--- config.mk ---
export PLATFORM = sky130hd
export DESIGN_NAME = cla_adder_pipe
export DESIGN_NICKNAME = d
export VERILOG_FILES = /design/src/rtl/cla_pkg.sv /design/src/rtl/cla_adder_pipe_group.sv /design/src/rtl/cla_adder_pipe.sv
export SDC_FILE = /design/constraint.sdc
export NUM_CORES = 1
export LEC_CHECK = 0
export CORE_MARGIN = 1
export CORE_UTILIZATION = 53
export DETAILED_ROUTE_END_ITERATION = 8
export PLACE_DENSITY = 0.81
export SYNTH_ARGS = -nofsm -noshare
export SYNTH_HDL_FRONTEND = slang
export SYNTH_HIERARCHICAL = 1
export SYNTH_SLANG_ARGS = --single-unit
--- constraint.sdc ---
create_clock -name clk -period 2.7 [get_ports clk]
set_input_delay 0.27 -clock clk [delete_from_list [all_inputs] [get_ports clk]]
set_output_delay 0.27 -clock clk [all_outputs]
set_load 0.05 [all_outputs]
--- src/rtl/cla_pkg.sv ---
// Shared types and helpers for the pipelined carry-lookahead adder.
//   gp_t              : per-bit / per-group generate-propagate pair
//   NGROUPS           : group count for the default configuration
//   lookahead_carries : flattened lookahead carry vector used at both the
//                       intra-group and the inter-group level
package cla_pkg;

  localparam int unsigned DEF_WIDTH = 16;
  localparam int unsigned DEF_GROUP = 4;
  localparam int unsigned NGROUPS   = DEF_WIDTH / DEF_GROUP;

  // Widest generate/propagate vector the helper accepts.
  localparam int unsigned LA_MAX = 32;

  typedef struct packed {
    logic g;
    logic p;
  } gp_t;

  // Returns c[0..n]: c[0] = cin, c[k+1] = G[k] | P[k]&c[k], but each carry
  // is expanded to its own sum-of-products so no carry depends on another.
  // Bits above n are zero.
  function automatic logic [LA_MAX:0] lookahead_carries(
    input logic [LA_MAX-1:0] g,
    input logic [LA_MAX-1:0] p,
    input logic              cin,
    input int unsigned       n
  );
    logic [LA_MAX:0]   c;
    logic [LA_MAX-1:0] gs;
    logic [LA_MAX-1:0] ps;
    logic              acc;
    logic              prod;
    c = '0;
    c[0] = cin;
    for (int unsigned k = 0; k < n; k++) begin
      acc  = 1'b0;
      prod = 1'b1;
      // Walk from bit k down to bit 0, accumulating the propagate product.
      for (int unsigned i = 0; i <= k; i++) begin
        gs   = g >> (k - i);
        ps   = p >> (k - i);
        acc  = acc | (gs[0] & prod);
        prod = prod & ps[0];
      end
      acc = acc | (cin & prod);
      c   = c | ({{LA_MAX{1'b0}}, acc} << (k + 1));
    end
    return c;
  endfunction

endpackage

--- src/rtl/cla_adder_pipe_group.sv ---
// One first-level lookahead group (combinational).
//   g, p     : per-bit generate / propagate of this group
//   cin      : carry into the group's lowest bit
//   carries  : carry into each bit of the group (carries[0] = cin)
//   group_g  : group generate (carry out with cin = 0)
//   group_p  : group propagate (all bits propagate)
module cla_group_lookahead
  import cla_pkg::*;
#(
  parameter int unsigned GROUP = 4
) (
  input  logic [GROUP-1:0] g,
  input  logic [GROUP-1:0] p,
  input  logic             cin,
  output logic [GROUP-1:0] carries,
  output logic             group_g,
  output logic             group_p
);

  logic [LA_MAX-1:0] g_ext;
  logic [LA_MAX-1:0] p_ext;
  logic [LA_MAX:0]   c_cin;
  logic [LA_MAX:0]   c_zero;
  logic              unused_la;

  always_comb begin
    g_ext  = LA_MAX'(g);
    p_ext  = LA_MAX'(p);
    c_cin  = lookahead_carries(g_ext, p_ext, cin, GROUP);
    c_zero = lookahead_carries(g_ext, p_ext, 1'b0, GROUP);
  end

  assign carries = c_cin[GROUP-1:0];
  assign group_g = c_zero[GROUP];
  assign group_p = &p;

  assign unused_la = ^{c_cin[LA_MAX:GROUP], c_zero[LA_MAX:GROUP+1], c_zero[GROUP-1:0]};

endmodule

--- src/rtl/cla_adder_pipe.sv ---
// Two-stage pipelined carry-lookahead adder/subtractor with valid/ready.
//   clk, rst             : clock, synchronous active-high reset
//   in_valid/in_ready    : operand handshake (a, b, carry_in, sub)
//   out_valid/out_ready  : result handshake (sum, carry_out, overflow, zero)
// Stage 1 registers per-bit g/p and per-group G/P; stage 2 resolves group
// carries by second-level lookahead, then intra-group carries, and registers
// the sum with its flags. Two beats of buffering, full throughput.
module cla_adder_pipe
  import cla_pkg::*;
#(
  parameter int unsigned WIDTH = DEF_WIDTH,
  parameter int unsigned GROUP = DEF_GROUP
) (
  input  logic             clk,
  input  logic             rst,
  input  logic             in_valid,
  output logic             in_ready,
  input  logic [WIDTH-1:0] a,
  input  logic [WIDTH-1:0] b,
  input  logic             carry_in,
  input  logic             sub,
  output logic             out_valid,
  input  logic             out_ready,
  output logic [WIDTH-1:0] sum,
  output logic             carry_out,
  output logic             overflow,
  output logic             zero
);

  localparam int unsigned NUM_GROUPS = WIDTH / GROUP;

  if (WIDTH % GROUP != 0) begin : g_width_check
    $error("cla_adder_pipe: WIDTH must be a multiple of GROUP");
  end
  if (GROUP < 2 || GROUP > 8) begin : g_group_check
    $error("cla_adder_pipe: GROUP must be in 2..8");
  end
  if (NUM_GROUPS >= LA_MAX) begin : g_ngroups_check
    $error("cla_adder_pipe: too many groups for lookahead helper");
  end

  // Stage 1 combinational
  logic [WIDTH-1:0]      b_eff;
  logic [WIDTH-1:0]      in_g;
  logic [WIDTH-1:0]      in_p;
  gp_t  [WIDTH-1:0]      in_bit;
  logic [NUM_GROUPS-1:0] in_grp_g;
  logic [NUM_GROUPS-1:0] in_grp_p;
  gp_t  [NUM_GROUPS-1:0] in_grp;
  logic [WIDTH-1:0]      s1_carries_unused;

  // Stage 1 register
  logic                  s1_valid;
  logic                  s1_cin;
  gp_t  [WIDTH-1:0]      s1_bit;
  gp_t  [NUM_GROUPS-1:0] s1_grp;

  // Stage 2 combinational
  logic [WIDTH-1:0]      s1_g;
  logic [WIDTH-1:0]      s1_p;
  logic [NUM_GROUPS-1:0] s1_grp_g;
  logic [NUM_GROUPS-1:0] s1_grp_p;
  logic [LA_MAX-1:0]     grp_g_ext;
  logic [LA_MAX-1:0]     grp_p_ext;
  logic [LA_MAX:0]       grp_c;
  logic                  unused_grp_c;
  logic [WIDTH-1:0]      bit_c;
  logic [NUM_GROUPS-1:0] s2_grp_g_unused;
  logic [NUM_GROUPS-1:0] s2_grp_p_unused;
  logic [WIDTH-1:0]      next_sum;
  logic                  next_cout;
  logic                  next_ovf;

  // Handshake
  logic s2_free;
  logic s1_move;
  logic accept;

  assign s2_free  = !out_valid || out_ready;
  assign s1_move  = s1_valid && s2_free;
  assign in_ready = !s1_valid || s1_move;
  assign accept   = in_valid && in_ready;

  assign b_eff = sub ? ~b : b;
  assign in_g  = a & b_eff;
  assign in_p  = a ^ b_eff;

  for (genvar bi = 0; bi < WIDTH; bi++) begin : g_bit
    assign in_bit[bi].g = in_g[bi];
    assign in_bit[bi].p = in_p[bi];
    assign s1_g[bi]     = s1_bit[bi].g;
    assign s1_p[bi]     = s1_bit[bi].p;
  end

  for (genvar gi = 0; gi < NUM_GROUPS; gi++) begin : g_grp
    // Stage 1 use: only group G/P are needed, carries are left dangling.
    cla_group_lookahead #(.GROUP(GROUP)) u_s1_la (
      .g       (in_g[gi*GROUP +: GROUP]),
      .p       (in_p[gi*GROUP +: GROUP]),
      .cin     (1'b0),
      .carries (s1_carries_unused[gi*GROUP +: GROUP]),
      .group_g (in_grp_g[gi]),
      .group_p (in_grp_p[gi])
    );

    assign in_grp[gi].g = in_grp_g[gi];
    assign in_grp[gi].p = in_grp_p[gi];
    assign s1_grp_g[gi] = s1_grp[gi].g;
    assign s1_grp_p[gi] = s1_grp[gi].p;

    // Stage 2 use: intra-group carries from the resolved group carry-in.
    cla_group_lookahead #(.GROUP(GROUP)) u_s2_la (
      .g       (s1_g[gi*GROUP +: GROUP]),
      .p       (s1_p[gi*GROUP +: GROUP]),
      .cin     (grp_c[gi]),
      .carries (bit_c[gi*GROUP +: GROUP]),
      .group_g (s2_grp_g_unused[gi]),
      .group_p (s2_grp_p_unused[gi])
    );
  end

  always_comb begin
    grp_g_ext = LA_MAX'(s1_grp_g);
    grp_p_ext = LA_MAX'(s1_grp_p);
    grp_c     = lookahead_carries(grp_g_ext, grp_p_ext, s1_cin, NUM_GROUPS);
  end

  assign unused_grp_c = ^grp_c[LA_MAX:NUM_GROUPS+1];

  assign next_sum  = s1_p ^ bit_c;
  assign next_cout = grp_c[NUM_GROUPS];
  assign next_ovf  = bit_c[WIDTH-1] ^ grp_c[NUM_GROUPS];

  always_ff @(posedge clk) begin
    if (rst) begin
      s1_valid  <= 1'b0;
      s1_cin    <= 1'b0;
      s1_bit    <= '0;
      s1_grp    <= '0;
      out_valid <= 1'b0;
      sum       <= '0;
      carry_out <= 1'b0;
      overflow  <= 1'b0;
      zero      <= 1'b0;
    end else begin
      if (in_ready) begin
        s1_valid <= in_valid;
      end
      if (accept) begin
        s1_bit <= in_bit;
        s1_grp <= in_grp;
        s1_cin <= carry_in;
      end
      if (s2_free) begin
        out_valid <= s1_valid;
      end
      if (s1_move) begin
        sum       <= next_sum;
        carry_out <= next_cout;
        overflow  <= next_ovf;
        zero      <= (next_sum == '0);
      end
    end
  end

endmodule

==> flow_metrics.py <==
metrics = {
    "run_status": {
        "status": "finished, final reports clean",
    },
    "die": {
        "dieArea_um2": 5650,
        "die_w_um": 75.2,
        "core_um2": 5140,
        "initial_utilization_pct": 55.2,
        "die_y_um": 75.2,
        "io_pins": 59,
        "fp-row-count": 26,
    },
    "final_layout": {
        "final_common_cell": "nand2_1",
        "area_growth_pct": 27.4,
        "antenna_cells": 0,
        "nNetsFinal": 450,
        "stdcell_area_um2": 3620,
        "drive_gt1_share_pct": 5.99,
        "stdcell_count": 471,
        "final_cell_mix": "nand2_1, dfxtp_1, clkdlybuf4s50_1",
    },
    "critical_path": {
        "r2r_start": "s1_cin",
        "start_kind": "flip-flop",
        "crit_end": "zero",
        "cp.required_ps": 3000,
        "crit_top_cell": "a21o_1",
        "critical_path_arrival_ps": 2620,
        "slowest_delay_ps": 340,
        "reg2reg_slack_ps": 380,
        "crit_fanout": 4,
        "end_kind": "flip-flop",
        "r2r_cells": 9,
        "slowest_stage": "dfxtp_1",
        "crit_type": "reg -> reg",
        "rr_endpoint": "zero",
        "crit_path_cell_trace": "a21o_1 -> a21o_2 -> a21o_1 -> a21o_1 -> a31o_1 -> xnor2_1 -> nand4_1 -> nor4_1 -> a21o_1",
        "crit_path_start": "s1_cin",
    },
    "hold_path": {
        "hp-class": "in -> reg",
        "min_from": "rst",
    },
    "power_and_ir_drop": {
        "ir_drop_uv": 300,
        "power_frac_seq_pct": 44.0,
        "pwr-share-comb_pct": 22.2,
        "p_sw_share_pct": 29.9,
        "power.density_nw_per_um2": 603,
        "leakage_nw": 1.48,
        "p_switching_uw": 653,
        "internal-power_mw": 1.53,
        "pwr-share-clk_pct": 33.8,
    },
    "cts": {
        "postCtsSetupBuffers": 0,
        "cts_resized": 0,
        "cts-htree-levels": 3,
        "cts.clk_slew.worst_paths_ps": 70,
        "cts_buffers": 9,
        "cts_tree": "done",
        "insertion_delay_ps": 350,
        "holdBufCountCts": 0,
        "cts_max_path_buffers": 2,
        "root_buffer": "clkbuf_8",
        "cts_sinks": 58,
    },
    "detailed_routing": {
        "antenna_left": 0,
        "wl_per_cell_um": 13.6,
        "viasPerCell": 5.32,
        "finalWirelength_mm": 6.42,
        "drtIter0Drc": 106,
        "drcViolationCount": 0,
        "num_vias": 2508,
        "dr.pass1.iters": 4,
    },
    "placement": {
        "io_buffers": 58,
        "dpl_cell_area_um2": 3430,
        "numPlacedInstances": 455,
        "dp_hpwl_mm": 4.51,
        "gp_congestion": 0.776,
    },
    "timing": {
        "fin_tns_setup_ps": 0,
        "fin_crit_ps": 2320,
        "finalSetupViolCount": 0,
        "rsz0062_at_grt": "false",
        "worstMarginPinSlew_ps": 514,
        "hold_violations": 0,
        "finalCritPeriodShare_pct": 86.0,
        "finClkSkew_ps": 10.6,
        "max_slew_margin_pct": 65.6,
        "slew_viol_final": 0,
        "fmax_ghz": 0.431,
    },
    "grt": {
        "grt_pass1_wl_mm": 10.5,
        "grt_max_degree": 42,
        "grt-ovfl-total": 0,
        "grt_pass1_vias": 2266,
        "grt_usage_pct": 25.6,
        "antenna_found_initial": 0,
    },
    "yosys": {
        "synth_nets": 401,
        "synthCells": 347,
        "avgSynthCellArea_um2": 8.18,
        "yosysWarnings": 6,
        "synthesis.area_um2": 2840,
    },
    "job": {
        "maxCapViolations": 0,
    },
}
critical path, delay by kind of cell, from the launching register on:
family / cells / cell delay [ps]
flip-flops: 1 / 340
AND/OR/NAND/NOR: 2 / 410
AO/OA/AOI/OAI: 6 / 1310
XOR/XNOR: 1 / 220
area by class of cell:
type	count	area [µm²]
clock inverters	2	10.0
well taps	70	87.6
multi-input cells	263	1570
fillers	467	1520
repair buffers	63	613
inverters	1	3.75
flip-flops and latches	58	1160
clock buffers	14	173
flip-flops by register name (all words and copies together) (netlist names):
signal	flops
s1_bit	28
sum	16
grp_g_ext	4
grp_p_ext	4
carry_out	1
out_valid	1
overflow	1
s1_cin	1
s1_valid	1
zero	1
power groups by stage:
stage	logic (mW)	registers, mW	clock network, mW
after global routing	0.535	0.967	0.784
after floorplan	0.263	1.04	0
final	0.484	0.960	0.738
after detailed placement	0.478	0.978	0
after CTS	0.484	0.960	0.741
after global placement	0.471	0.975	0
worst min-delay path by stage:
stage                     cells past startpoint  slack, ps           end
after CTS                                     2        400       sum[12]
final                                         2        410        sum[9]
after floorplan                               2        410        s1_cin
after global placement                        2        440  grp_p_ext[0]
after global routing                          2        450        sum[5]
after detailed placement                      2        450  grp_p_ext[0]
metrics by stage:
step	util, %	total power [mW]	worst slack [ps]	hold WS, ps
CTS	70.4	2.18	382	396
finish	70.4	2.18	379	411
detailed placement	66.8	1.46	407	451
global route	70.4	2.29	272	446
global placement	66.8	1.45	487	445
floorplan	-	1.30	605	406
metal layers:
metal | vias to the layer above | part of all wire [%] | GRT usage [%]
li1 | 1279 | - | -
met4 | 0 | 2.5 | 13.4
met5 | - | 0 | 0
met1 | 1151 | 48 | 34.2
met2 | 61 | 46 | 39.2
met3 | 17 | 4.0 | 5.22
Note: power is estimated with default switching activity, not from simulation.
